==> src/rtl/ptr_ring_router_v2.sv <==
// Generic synchronous FIFO with show-ahead read data.
// Latency: a push is visible on pop_dat/empty one cycle after the write edge.
// Backpressure: push ignored while full, pop ignored while empty; full/empty come only from registered pointers.
module ptr_ring_fifo #(
    parameter int WIDTH = 8,
    parameter int DEPTH = 4
) (
    input  logic             clk,
    input  logic             rst,
    input  logic             push,
    input  logic [WIDTH-1:0] push_dat,
    input  logic             pop,
    output logic [WIDTH-1:0] pop_dat,
    output logic             full,
    output logic             empty
);
    localparam int AW = $clog2(DEPTH);

    logic [WIDTH-1:0] mem [DEPTH];
    logic [AW:0]      wptr;
    logic [AW:0]      rptr;

    // Extra wrap bit separates full (same slot, different lap) from empty (same slot, same lap).
    assign full    = (wptr[AW] != rptr[AW]) && (wptr[AW-1:0] == rptr[AW-1:0]);
    assign empty   = (wptr == rptr);
    assign pop_dat = mem[rptr[AW-1:0]];

    // Pointer update; guards make push-on-full and pop-on-empty no-ops.
    always_ff @(posedge clk or negedge rst) begin
        if (!rst) begin
            wptr <= '0;
            rptr <= '0;
        end else begin
            if (push && !full)
                wptr <= wptr + (AW+1)'(1);
            if (pop && !empty)
                rptr <= rptr + (AW+1)'(1);
        end
    end

    // Storage write; contents need no reset because empty masks stale entries.
    always_ff @(posedge clk) begin
        if (push && !full)
            mem[wptr[AW-1:0]] <= push_dat;
    end
endmodule

// PtRing node router: forwards ring flits with hop/express arithmetic, ejects dest==0 flits, injects local flits.
// Latency: ring_in or injection head to ring_out is one cycle; ring_in to loc_rd_dat is one cycle.
// Backpressure: forward flits stall while the output stage is blocked or a starved injection is forced; eject flits stall on a full ejection FIFO.
module ptr_ring_router_v2 #(
    parameter int DATA_WIDTH = 128,
    parameter int NODE_NUM   = 128,
    parameter int JUMP_STEP  = 4,
    parameter int JUMP_EN    = 1,
    parameter int INJ_DEPTH  = 4,
    parameter int EJ_DEPTH   = 4,
    parameter int STARVE_MAX = 8
) (
    input  logic                              clk,
    input  logic                              rst,
    input  logic                              ring_in_vld,
    output logic                              ring_in_rdy,
    input  logic [DATA_WIDTH-1:0]             ring_in_dat,
    input  logic [$clog2(NODE_NUM)-1:0]       ring_in_dest,
    input  logic                              ring_in_jump,
    output logic                              ring_out_vld,
    input  logic                              ring_out_rdy,
    output logic [DATA_WIDTH-1:0]             ring_out_dat,
    output logic [$clog2(NODE_NUM)-1:0]       ring_out_dest,
    output logic                              ring_out_jump,
    input  logic                              loc_wr,
    input  logic [DATA_WIDTH-1:0]             loc_wr_dat,
    input  logic [$clog2(NODE_NUM)-1:0]       loc_wr_dest,
    output logic                              loc_full,
    input  logic                              loc_rd,
    output logic [DATA_WIDTH-1:0]             loc_rd_dat,
    output logic                              loc_empty,
    output logic                              err_drop
);
    localparam int DEST_W = $clog2(NODE_NUM);
    localparam int CNT_W  = $clog2(STARVE_MAX + 1);
    localparam logic [DEST_W-1:0] JS   = DEST_W'(JUMP_STEP);
    localparam logic [CNT_W-1:0]  SMAX = CNT_W'(STARVE_MAX);
    localparam logic              JEN  = (JUMP_EN != 0);

    logic                         live;
    logic                         in_is_ej;
    logic                         fwd_vld;
    logic                         ld_ok;
    logic                         force_inj;
    logic                         fwd_go;
    logic                         inj_go;
    logic                         ej_push;
    logic                         ej_full;
    logic                         inj_push;
    logic                         inj_empty;
    logic [DATA_WIDTH-1:0]        inj_head_dat;
    logic [DEST_W-1:0]            inj_head_dest;
    logic                         inj_jump;
    logic [DEST_W-1:0]            fwd_dest;
    logic                         fwd_jump;
    logic [CNT_W-1:0]             starve_cnt;

    // Local writes with dest==0 never enter the FIFO; they only raise err_drop.
    assign inj_push = loc_wr && (loc_wr_dest != '0);

    ptr_ring_fifo #(.WIDTH(DATA_WIDTH + DEST_W), .DEPTH(INJ_DEPTH)) u_inj_fifo (
        .clk      (clk),
        .rst      (rst),
        .push     (inj_push),
        .push_dat ({loc_wr_dat, loc_wr_dest}),
        .pop      (inj_go),
        .pop_dat  ({inj_head_dat, inj_head_dest}),
        .full     (loc_full),
        .empty    (inj_empty)
    );

    ptr_ring_fifo #(.WIDTH(DATA_WIDTH), .DEPTH(EJ_DEPTH)) u_ej_fifo (
        .clk      (clk),
        .rst      (rst),
        .push     (ej_push),
        .push_dat (ring_in_dat),
        .pop      (loc_rd),
        .pop_dat  (loc_rd_dat),
        .full     (ej_full),
        .empty    (loc_empty)
    );

    // Holds ring_in_rdy low while reset is asserted and for the first cycle after release.
    always_ff @(posedge clk or negedge rst) begin
        if (!rst)
            live <= 1'b0;
        else
            live <= 1'b1;
    end

    // Classification, arbitration and handshakes; a forced injection blocks only forward traffic.
    always_comb begin
        in_is_ej    = (ring_in_dest == '0);
        fwd_vld     = live && ring_in_vld && !in_is_ej;
        ld_ok       = !ring_out_vld || ring_out_rdy;
        force_inj   = !inj_empty && (starve_cnt == SMAX);
        ring_in_rdy = live && (in_is_ej ? !ej_full : (ld_ok && !force_inj));
        ej_push     = ring_in_vld && in_is_ej && ring_in_rdy;
        fwd_go      = fwd_vld && ld_ok && !force_inj;
        inj_go      = ld_ok && !inj_empty && (force_inj || !fwd_vld);
        inj_jump    = JEN && (inj_head_dest >= JS);
    end

    // Hop arithmetic: an express hop needs enough distance left, otherwise the flit is demoted to a single step.
    always_comb begin
        fwd_dest = ring_in_dest - DEST_W'(1);
        fwd_jump = 1'b0;
        if (ring_in_jump && (ring_in_dest >= JS)) begin
            fwd_dest = ring_in_dest - JS;
            fwd_jump = JEN && ((ring_in_dest - JS) >= JS);
        end
    end

    // Single output stage; loads when empty or draining, otherwise holds every field.
    always_ff @(posedge clk or negedge rst) begin
        if (!rst) begin
            ring_out_vld  <= 1'b0;
            ring_out_dat  <= '0;
            ring_out_dest <= '0;
            ring_out_jump <= 1'b0;
        end else if (ld_ok) begin
            if (fwd_go) begin
                ring_out_vld  <= 1'b1;
                ring_out_dat  <= ring_in_dat;
                ring_out_dest <= fwd_dest;
                ring_out_jump <= fwd_jump;
            end else if (inj_go) begin
                ring_out_vld  <= 1'b1;
                ring_out_dat  <= inj_head_dat;
                ring_out_dest <= inj_head_dest;
                ring_out_jump <= inj_jump;
            end else begin
                ring_out_vld  <= 1'b0;
            end
        end
    end

    // Starvation counter: counts waiting cycles of a pending injection, saturating at the force threshold.
    always_ff @(posedge clk or negedge rst) begin
        if (!rst)
            starve_cnt <= '0;
        else if (inj_empty || inj_go)
            starve_cnt <= '0;
        else if (starve_cnt != SMAX)
            starve_cnt <= starve_cnt + CNT_W'(1);
    end

    // Sticky flag for local writes addressed to this node.
    always_ff @(posedge clk or negedge rst) begin
        if (!rst)
            err_drop <= 1'b0;
        else if (loc_wr && (loc_wr_dest == '0))
            err_drop <= 1'b1;
    end
endmodule

==> config.mk <==
export PLATFORM = sky130hd
export DESIGN_NAME = ptr_ring_router_v2
export DESIGN_NICKNAME = d
export VERILOG_FILES = /design/src/rtl/ptr_ring_router_v2.sv
export SDC_FILE = /design/constraint.sdc
export NUM_CORES = 1
export LEC_CHECK = 0
export BUFFER_PORTS_ARGS = -buffer_cell sky130_fd_sc_hd__buf_2
export CORE_MARGIN = 1.5
export CORE_UTILIZATION = 40
export CTS_CLUSTER_SIZE = 8
export DETAILED_ROUTE_END_ITERATION = 8
export PLACE_DENSITY = 0.62
export SYNTH_ARGS = -nofsm -noshare
export SYNTH_HDL_FRONTEND = slang
export SYNTH_SLANG_ARGS = --single-unit
==> constraint.sdc <==
create_clock -name clk -period 5.9 [get_ports clk]
set_clock_uncertainty 0.1 [all_clocks]
set_input_delay 1.18 -clock clk [delete_from_list [all_inputs] [get_ports clk]]
set_output_delay 1.18 -clock clk [all_outputs]
set_load 0.03 [all_outputs]
# == Yosys cells after proc, flatten, opt, wreduce, memory -nomap -nowiden ==
# Memory sizes are Yosys's and may differ from the RTL's.
# Cells that the tools add are included.
# W data, S select, Z words.
# word_totals
register_bits,155
latch_bits,0
mem_bits_rw,1052
rom_bits,0
out_inout_bits,269
wordCells,85
memories,2
# op_classes
addsub,7
n_mul,0
div_mod_pow,0
n_lt_le_gt_ge,3
n_eq_ne,8
n_shift,0
n_mux,17
bitwise_logic,0
n_reduce_logical,37
# memory_table
name,depth,width,rd,rd_ports_with_merged_regs,wr,line,rtl
u_inj_fifo.mem,4,135,1,0,1,19,logic [WIDTH-1:0] mem [DEPTH];
u_ej_fifo.mem,4,128,1,0,1,19,
# ops
operator,count
$mux W128,2
$ge A7 B3 Y1 const B,3
$mux W7,3
$logic_and A1 B1 Y1,20
$logic_not A7 Y1,2
$add A3 B1 Y3 const B,4
$mux W1,10
$logic_not A1 Y1,8
$mux W4,2
$reduce_bool A7 Y1,1
$sub A7 B1 Y7 const B,1
$sub A7 B3 Y7 const B,1
$eq A3 B3 Y1,2
$add A4 B1 Y4 const B,1
$eq A2 B2 Y1,2
$eq A4 B4 Y1 const B,1
$ne A4 B4 Y1 const B,1
$reduce_bool A2 Y1,2
$logic_or A1 B1 Y1,3
$ne A1 B1 Y1,2
$reduce_and A2 Y1,1

# == Depth between registers and ports, before layout ==
# Gate-level depths: netlist (run 1).
# logic_depth
ltp_word,11
ltp_mapped,10
mapped_depth_nobuf,7

# == Modules after synthesis ==
# A second synthesis (run 1) with hierarchy kept.
# unflattened
hier_cells,2299
hier_area_um2,45803.9
# modules_own_cells
mod,instances,cells_per_inst,area_each_um2,seq_area_each_um2
ptr_ring_fifo (u_inj_fifo),1,755,19986.7,16365.7
ptr_ring_fifo (u_ej_fifo),1,718,18979.5,15524.9
ptr_ring_router_v2,1,826,6837.8,3578.4

# == Worst setup path after synthesis (run 1) ==
# No wires, ideal clock.
# synth_timing
kind,input to register
from,input port ring_in_dest[2]
to,"memory u_ej_fifo.mem[3][0] (netlist name), enable pin"
setup_ns,0.504
t_arrival_ns,5.307
t_required_ns,5.296
path_slack_ns,-0.011
cell_stages,6
n_path_buf,1
cell_sequence,clkbuf_1 > inv_1 > ha_1 > nand3_1 > nor3_1 > and2_1
# synth_via
elab_chain_cells,7
word_cells_on_any_way,8
cone_classes,mux (3); reduce/logical (5)
# synth_lines
item,line,rtl
start: declaration,65,"input logic [$clog2(NODE_NUM)-1:0] ring_in_dest,"
$logic_not A7 Y1 (*),140,in_is_ej = (ring_in_dest == '0);
$mux W1,144,ring_in_rdy = live && (in_is_ej ? !ej_full : (ld_ok && !force_inj));
$logic_and A1 B1 Y1,144,
$logic_and A1 B1 Y1 (*),145,ej_push = ring_in_vld && in_is_ej && ring_in_rdy;
$logic_and A1 B1 Y1 (*),43,if (push && !full)
$mux W1 (*),43,
$mux W1 (implied by the code) (*),44,mem[wptr[AW-1:0]] <= push_dat;
end: declaration,19,
# Every way passes the cells marked *; elsewhere a longest branch is shown, timed or not.

# == Final worst setup path (run 1) ==
# layout_timing
from,register u_inj_fifo.rptr[0]
to,output port ring_in_rdy
# layout_via
elab_chain_cells,7
# layout_lines
item,line,rtl
start: declaration,21,logic [AW:0] rptr;
start signal: assignment,37,rptr <= rptr + (AW+1)'(1);
$eq A3 B3 Y1,25,assign empty = (wptr == rptr);
$logic_not A1 Y1,143,force_inj = !inj_empty && (starve_cnt == SMAX);
$logic_and A1 B1 Y1,143,
$logic_not A1 Y1,144,
$logic_and A1 B1 Y1,144,
$mux W1,144,
$logic_and A1 B1 Y1,144,
end: declaration,63,"output logic ring_in_rdy,"
# Every way passes these cells.

==> results of run 1 <==
[logic make-up after synthesis]
family,count (synthesis)
flip-flops,1207
AND/OR/NAND/NOR,328
multiplexers,267
AO/OA/AOI/OAI,174
buffers and inverters,118
XOR/XNOR,18
adder cells (fa/ha/maj),17
other,1
[per-stage QoR]
step	power [mW]	utilization, %
final	29.1	49.3
after global routing	30.3	49.3
after CTS	29.5	49.2
after detailed placement	20.5	44.8
after global placement	20.3	44.8
after floorplan	17.5	-
[sequential cells by signal, summed over array words and instances (netlist names)]
register and cells:
u_inj_fifo.mem 540, u_ej_fifo.mem 512, ring_out_dat 128, ring_out_dest 7, starve_cnt 4, u_ej_fifo.rptr 3
u_ej_fifo.wptr 3, u_inj_fifo.rptr 3, u_inj_fifo.wptr 3, err_drop 1, live 1, ring_out_jump 1
ring_out_vld 1
[per-layer routing]
metal	part of all wire, %	wire [µm]
met1	39	43200
met3	8.0	8850
met4	2.7	2940
met2	50	55600
met5	0.084	93
[power groups by stage]
stage / Clock, mW / Combinational, mW / Sequential [mW]
after floorplan: 0 / 5.22 / 12.3
after global placement: 0 / 8.64 / 11.6
after detailed placement: 0 / 8.75 / 11.7
after CTS: 9.13 / 8.77 / 11.6
after global routing: 9.49 / 9.15 / 11.7
final: 8.93 / 8.60 / 11.5
[final timing paths]
check / start / to / slack (ns) / cells after the start
min: rst / ring_out_dat[127] / 0.33 / 1
max reg2reg: u_inj_fifo.rptr[0] / u_inj_fifo.mem[2][93] / 2.10 / 5
min reg2reg: err_drop / err_drop / 0.35 / 1
max in group asynchronous: rst / u_ej_fifo.rptr[0] / 4.21 / 2
min in group clk: err_drop / err_drop / 0.35 / 1
max: u_inj_fifo.rptr[0] / ring_in_rdy / 1.52 / 5
[final cells by class]
class | count | area, µm² | area share [%]
Antenna cell | 14 | 35.0 | 0.0640
Clock inverter | 13 | 228 | 0.416
Inverter | 13 | 48.8 | 0.0891
Clock buffer | 294 | 4730 | 8.64
Timing Repair Buffer | 594 | 3330 | 6.08
Multi-Input combinational cell | 805 | 9030 | 16.5
Tap cell | 1488 | 1860 | 3.40
Sequential cell | 1207 | 35500 | 64.8
[synth_stat cells, drive strengths merged, types with 10 or more instances]
master     n  share of area, %
ha        17              0.47
edfxtp  1052                70
xor2      10              0.19
dfrtp    155               8.6
nand2    266               2.2
clkbuf    44              0.37
nor2      15              0.13
nor3      11              0.13
mux4     263                13
inv       13              0.11
a22oi    131               2.2
buf       61              0.67
==> impl_metrics.env, run 1 <==
export IMPL_outcome="finished, final reports clean"
export IMPL_synthAdderAreaFrac_pct=0.473
export IMPL_p_comb_share_pct=29.6
export IMPL_wl_um=111000
export IMPL_postCtsHoldBufs=0
export IMPL_final_cell_mix="1052 x edfxtp_1, 544 x buf_2, 266 x nand2_1"
export IMPL_routabilityCongestion=0.832
export IMPL_final_common_cell="edfxtp_1"
export IMPL_drt_iter0_markers=1755
export IMPL_p_sw_mw=9.73
export IMPL_htree_levels=4
export IMPL_cts_resized=0
export IMPL_syn_area_per_cell_um2=21.1
export IMPL_final_area_um2=54800
export IMPL_dieWidth_um=338
export IMPL_crit_arrival_ns=3.10
export IMPL_grt_pass1_wl_um=164000
export IMPL_cp_top_family="flip-flops"
export IMPL_min_period_ns=4.38
export IMPL_maxCapViolCount=0
export IMPL_dpl_worst_slack_ns=1.62
export IMPL_holdWs_ns=0.333
export IMPL_critical_path_class="reg -> out"
export IMPL_max_freq_ghz=0.228
export IMPL_worst_pin_slew_ns=1.06
export IMPL_cts_sinks=1207
export IMPL_p_sw_share_pct=33.5
export IMPL_ys_ff_latch=1207
export IMPL_hold_class="in -> async"
export IMPL_grtUsageMet2_pct=32.0
export IMPL_grt_max_degree=136
export IMPL_yosysUniqueCellTypes=59
export IMPL_first_pass_iters=5
export IMPL_pwr_share_seq_pct=39.7
export IMPL_dieHeight_um=338
export IMPL_syn_area_um2=45000
export IMPL_crit_fanout=28
export IMPL_pin_count=546
export IMPL_async_flop_share_pct=12.8
export IMPL_initial_core_util_pct=40.5
export IMPL_grt_ovfl_total=0
export IMPL_critPathLaunchType="flip-flop"
export IMPL_netlist_instances=2130
export IMPL_avgRoutedWirePerCell_um=25.0
export IMPL_cts_buffers=169
export IMPL_fin_ws_ns=1.52
export IMPL_path_clk_slew_ns=0.05
export IMPL_cts_tree="yes"
export IMPL_instances_no_fill=4428
export IMPL_syn_to_final_growth_pct=21.7
export IMPL_grt_util_met1_pct=24.4
export IMPL_synth_simple_area_share_pct=3.01
export IMPL_core_area_um2=111000
export IMPL_finalSetupViolCount=0
export IMPL_fin_crit_sh_pct=74.2
export IMPL_clkPwrFrac_pct=30.7
export IMPL_ant_nets=0
export IMPL_critPathRequiredTime_ns=4.62
export IMPL_fillerInstances=9225
export IMPL_grt_usage_pct=19.3
export IMPL_max_stage_delay_ns=0.78
export IMPL_gr_usage_met3_pct=5.30
export IMPL_synth_mux_area_share_pct=13.3
export IMPL_crit_chain="xor2_1 -> o31ai_2 -> a31oi_1 -> nor2b_1 -> buf_2"
export IMPL_vias=23500
export IMPL_maxSlewViolCount=0
export IMPL_grt_pass1_vias=24900
export IMPL_nNetsFinal=3084
export IMPL_synth_xor_area_share_pct=0.350
export IMPL_placedInstanceArea_um2=49800
export IMPL_finalSetupTns_ns=0
export IMPL_drive_gt1_share_pct=36.4
export IMPL_p_leak_nw=19.5
export IMPL_grt_antenna_before_repair=22
export IMPL_clock_latency_ns=0.74
export IMPL_dpl_hpwl_um=70700
export IMPL_internal_power_mw=19.3
export IMPL_crit_path_top_delay_cell="dfrtp_4"
export IMPL_busiest_layer="met2"
export IMPL_p_per_area_nw_per_um2=531
export IMPL_port_buffers=545
export IMPL_cts_max_path_buffers=3
export IMPL_synth_compound_area_share_pct=2.91
export IMPL_dieArea_um2=114000
export IMPL_ys_warnings_count=0
export IMPL_synth_top_family_by_area="multiplexers"
export IMPL_path_buf_inv=1
export IMPL_synth_fp_nets=2424
export IMPL_cts_root_buffer="clkbuf_16"
export IMPL_synth_edf_count=1052
export IMPL_yosys_most_used_dff="edfxtp_1"
export IMPL_num_rows=122
export IMPL_ys_seq_area_share_pct=78.8
export IMPL_crit_path_end_kind="primary output"
export IMPL_dp_cells=4107
export IMPL_vias_per_cell=5.31
export IMPL_rsz0062_at_grt="no"
export IMPL_hold_violations=0
export IMPL_relSlewSlack_pct=29.2
export IMPL_vdd_drop_max_mv=0.407
export IMPL_postCtsSetupBuffers=0
export IMPL_remaining_drc_errors=0
Note: power is estimated with default switching activity, not from simulation.
==> inputs of run 2 (changes only) <==
- ABC_AREA: unset -> 1
- clock period: 5.9 -> 4.2 ns (I/O delays scaled with it)
==> impl_metrics.env, run 2 <==
export IMPL_yosysMostFrequentCell="edfxtp_1"
export IMPL_cts_sinks=1207
export IMPL_fin_ws_ns=0.300
export IMPL_remaining_drc_errors=0
export IMPL_rr_startpoint="u_inj_fifo.rptr[1]"
export IMPL_drt_iter0_markers=2432
export IMPL_final_area_um2=55800
export IMPL_hold_class="in -> async"
export IMPL_finalSetupTns_ns=0
export IMPL_dieArea_um2=118000
export IMPL_synth_edf_count=1052
export IMPL_avgRoutedWirePerCell_um=23.0
export IMPL_postCtsHoldBufs=0
export IMPL_yosys_most_used_dff="edfxtp_1"
export IMPL_dpl_worst_slack_ns=0.650
export IMPL_critPathRequiredTime_ns=3.26
export IMPL_grt_pass1_vias=30000
export IMPL_dieHeight_um=344
export IMPL_wl_um=132000
export IMPL_crit_chain="inv_4 -> buf_12 -> o21ai_0 -> o22ai_1 -> buf_2"
export IMPL_pin_count=546
export IMPL_min_period_ns=3.90
export IMPL_nNetsFinal=4359
export IMPL_fin_crit_sh_pct=92.8
export IMPL_cts_resized=0
export IMPL_async_flop_share_pct=12.8
export IMPL_dpl_hpwl_um=78300
export IMPL_vias=30600
export IMPL_core_area_um2=115000
export IMPL_syn_area_um2=46400
export IMPL_grt_pass1_wl_um=193000
export IMPL_cts_max_path_buffers=3
export IMPL_maxCapViolCount=0
export IMPL_relSlewSlack_pct=33.5
export IMPL_dieWidth_um=344
export IMPL_power_mw=43.2
export IMPL_crit_arrival_ns=2.96
export IMPL_reg2regPathDepth=7
export IMPL_vdd_drop_max_mv=0.619
export IMPL_crit_fanout=75
export IMPL_ys_top_cells_by_area="edfxtp_1 68%, dfrtp_1 8.4%, o21ai_0 5.6%"
export IMPL_r2r_slack_ns=0.99
export IMPL_clock_latency_ns=0.76
export IMPL_grt_antenna_before_repair=51
export IMPL_worst_pin_slew_ns=0.997
export IMPL_cts_root_buffer="clkbuf_16"
export IMPL_final_cell_mix="1052 x edfxtp_1, 544 x buf_2, 540 x nor2_1"
export IMPL_ys_warnings_count=0
export IMPL_grt_max_degree=194
export IMPL_critPathLaunchType="flip-flop"
export IMPL_synthTopCellsByCount="1052 x edfxtp_1, 548 x nor2_1, 519 x o21ai_0"
export IMPL_cts_tree="yes"
export IMPL_htree_levels=4
export IMPL_synth_top_cell_by_area="edfxtp_1"
export IMPL_wl_met2_um=62900
export IMPL_largest_register_ffs=540
export IMPL_holdWs_ns=0.0590
export IMPL_critical_path_class="reg -> out"
export IMPL_p_per_area_nw_per_um2=775
export IMPL_first_pass_iters=5
export IMPL_dr_wl_met3_um=12800
export IMPL_cts_buffers=170
export IMPL_p_leak_nw=20.2
export IMPL_outcome="finished, final reports clean"
export IMPL_final_common_cell="edfxtp_1"
export IMPL_ant_nets=0
export IMPL_crit_path_top_delay_cell="dfrtp_4"
export IMPL_port_buffers=545
export IMPL_drt_met1_wl_um=53000
export IMPL_vias_per_cell=5.34
export IMPL_crit_path_end_kind="primary output"
export IMPL_syn_to_final_growth_pct=20.2
export IMPL_netlist_instances=3531
export IMPL_max_freq_ghz=0.256
export IMPL_grt_ovfl_total=0
export IMPL_num_rows=124
export IMPL_hold_violations=0
export IMPL_path_clk_slew_ns=0.05
export IMPL_synth_fp_nets=3825
export IMPL_rsz0062_at_grt="no"
export IMPL_finalSetupViolCount=0
export IMPL_postCtsSetupBuffers=0
export IMPL_yosysTopAreaCellShare_pct=68.1
export IMPL_maxSlewViolCount=0
export IMPL_ys_ff_latch=1207
export IMPL_worstSetupStartpoint="u_ej_fifo.rptr[1]"
export IMPL_initial_core_util_pct=40.5
export IMPL_top_layer="met5"
export IMPL_yosysUniqueCellTypes=32
export IMPL_routabilityCongestion=0.779
export IMPL_drive_gt1_share_pct=19.2
export IMPL_grt_usage_pct=22.1
export IMPL_max_stage_delay_ns=0.64
export IMPL_ys_seq_area_share_pct=76.5
export IMPL_syn_area_per_cell_um2=13.1
export IMPL_placedInstanceArea_um2=50700
run 2: cells by family (layout without fill, tap and decap cells):
family / count (synthesis) / after routing / share of synthesized area, %
AO/OA/AOI/OAI: 797 / 797 / 9.32
XOR/XNOR: 14 / 14 / 0.264
adder cells (fa/ha/maj): 17 / 17 / 0.459
buffers and inverters: 280 / 952 / 2.78
flip-flops: 1207 / 1207 / 76.5
other: 1 / 21 / 0.00808
AND/OR/NAND/NOR: 1215 / 1215 / 10.7
run 2: stage by stage:
| step | utilization (%) | instances |
|---|---|---|
| after floorplan | - | 3531 |
| after global placement | 44.2 | 5405 |
| after detailed placement | 44.2 | 5405 |
| after CTS | 48.6 | 5715 |
| after global routing | 48.6 | 5720 |
| final | 48.6 | 5735 |
run 2: layout make-up:
cell class	instances	area (µm²)
Inverter	49	211
Tap cell	1512	1890
Fill cell	9991	58900
Clock buffer	298	4800
Clock inverter	12	206
Timing Repair Buffer	593	3410
Sequential cell	1207	35500
Antenna cell	20	50.0
Multi-Input combinational cell	2044	9720
run 2: power breakdown:
part           internal (mW)  leakage [nW]  total [mW]  switching, mW
clock network           7.70          2.37        12.7           5.03
logic                   3.78          6.40        14.6           10.8
registers               15.1          11.4        15.9          0.841
run 2: final timing paths:
kind                                    endpoint
max in group asynchronous      ring_out_dat[125]
hold / removal                 ring_out_dat[120]
hold reg to reg                         err_drop
setup / recovery                 loc_rd_dat[111]
setup reg to reg                ring_out_dat[53]
min in group clk           u_inj_fifo.mem[0][78]
run 2: worst max-delay path: cells and delay by family, from the launching register on:
kind | cells | cell delay, ns
AOI/OAI and AO/OA | 2 | 0.63
buffers and inverters | 3 | 0.69
DFF | 1 | 0.64
run 2: per-layer routing:
metal | vias up | GRT usage [%]
met5 | - | 0
met4 | 56 | 6.31
met3 | 259 | 7.23
met2 | 1122 | 35.7
met1 | 15100 | 28.4
li1 | 14100 | -
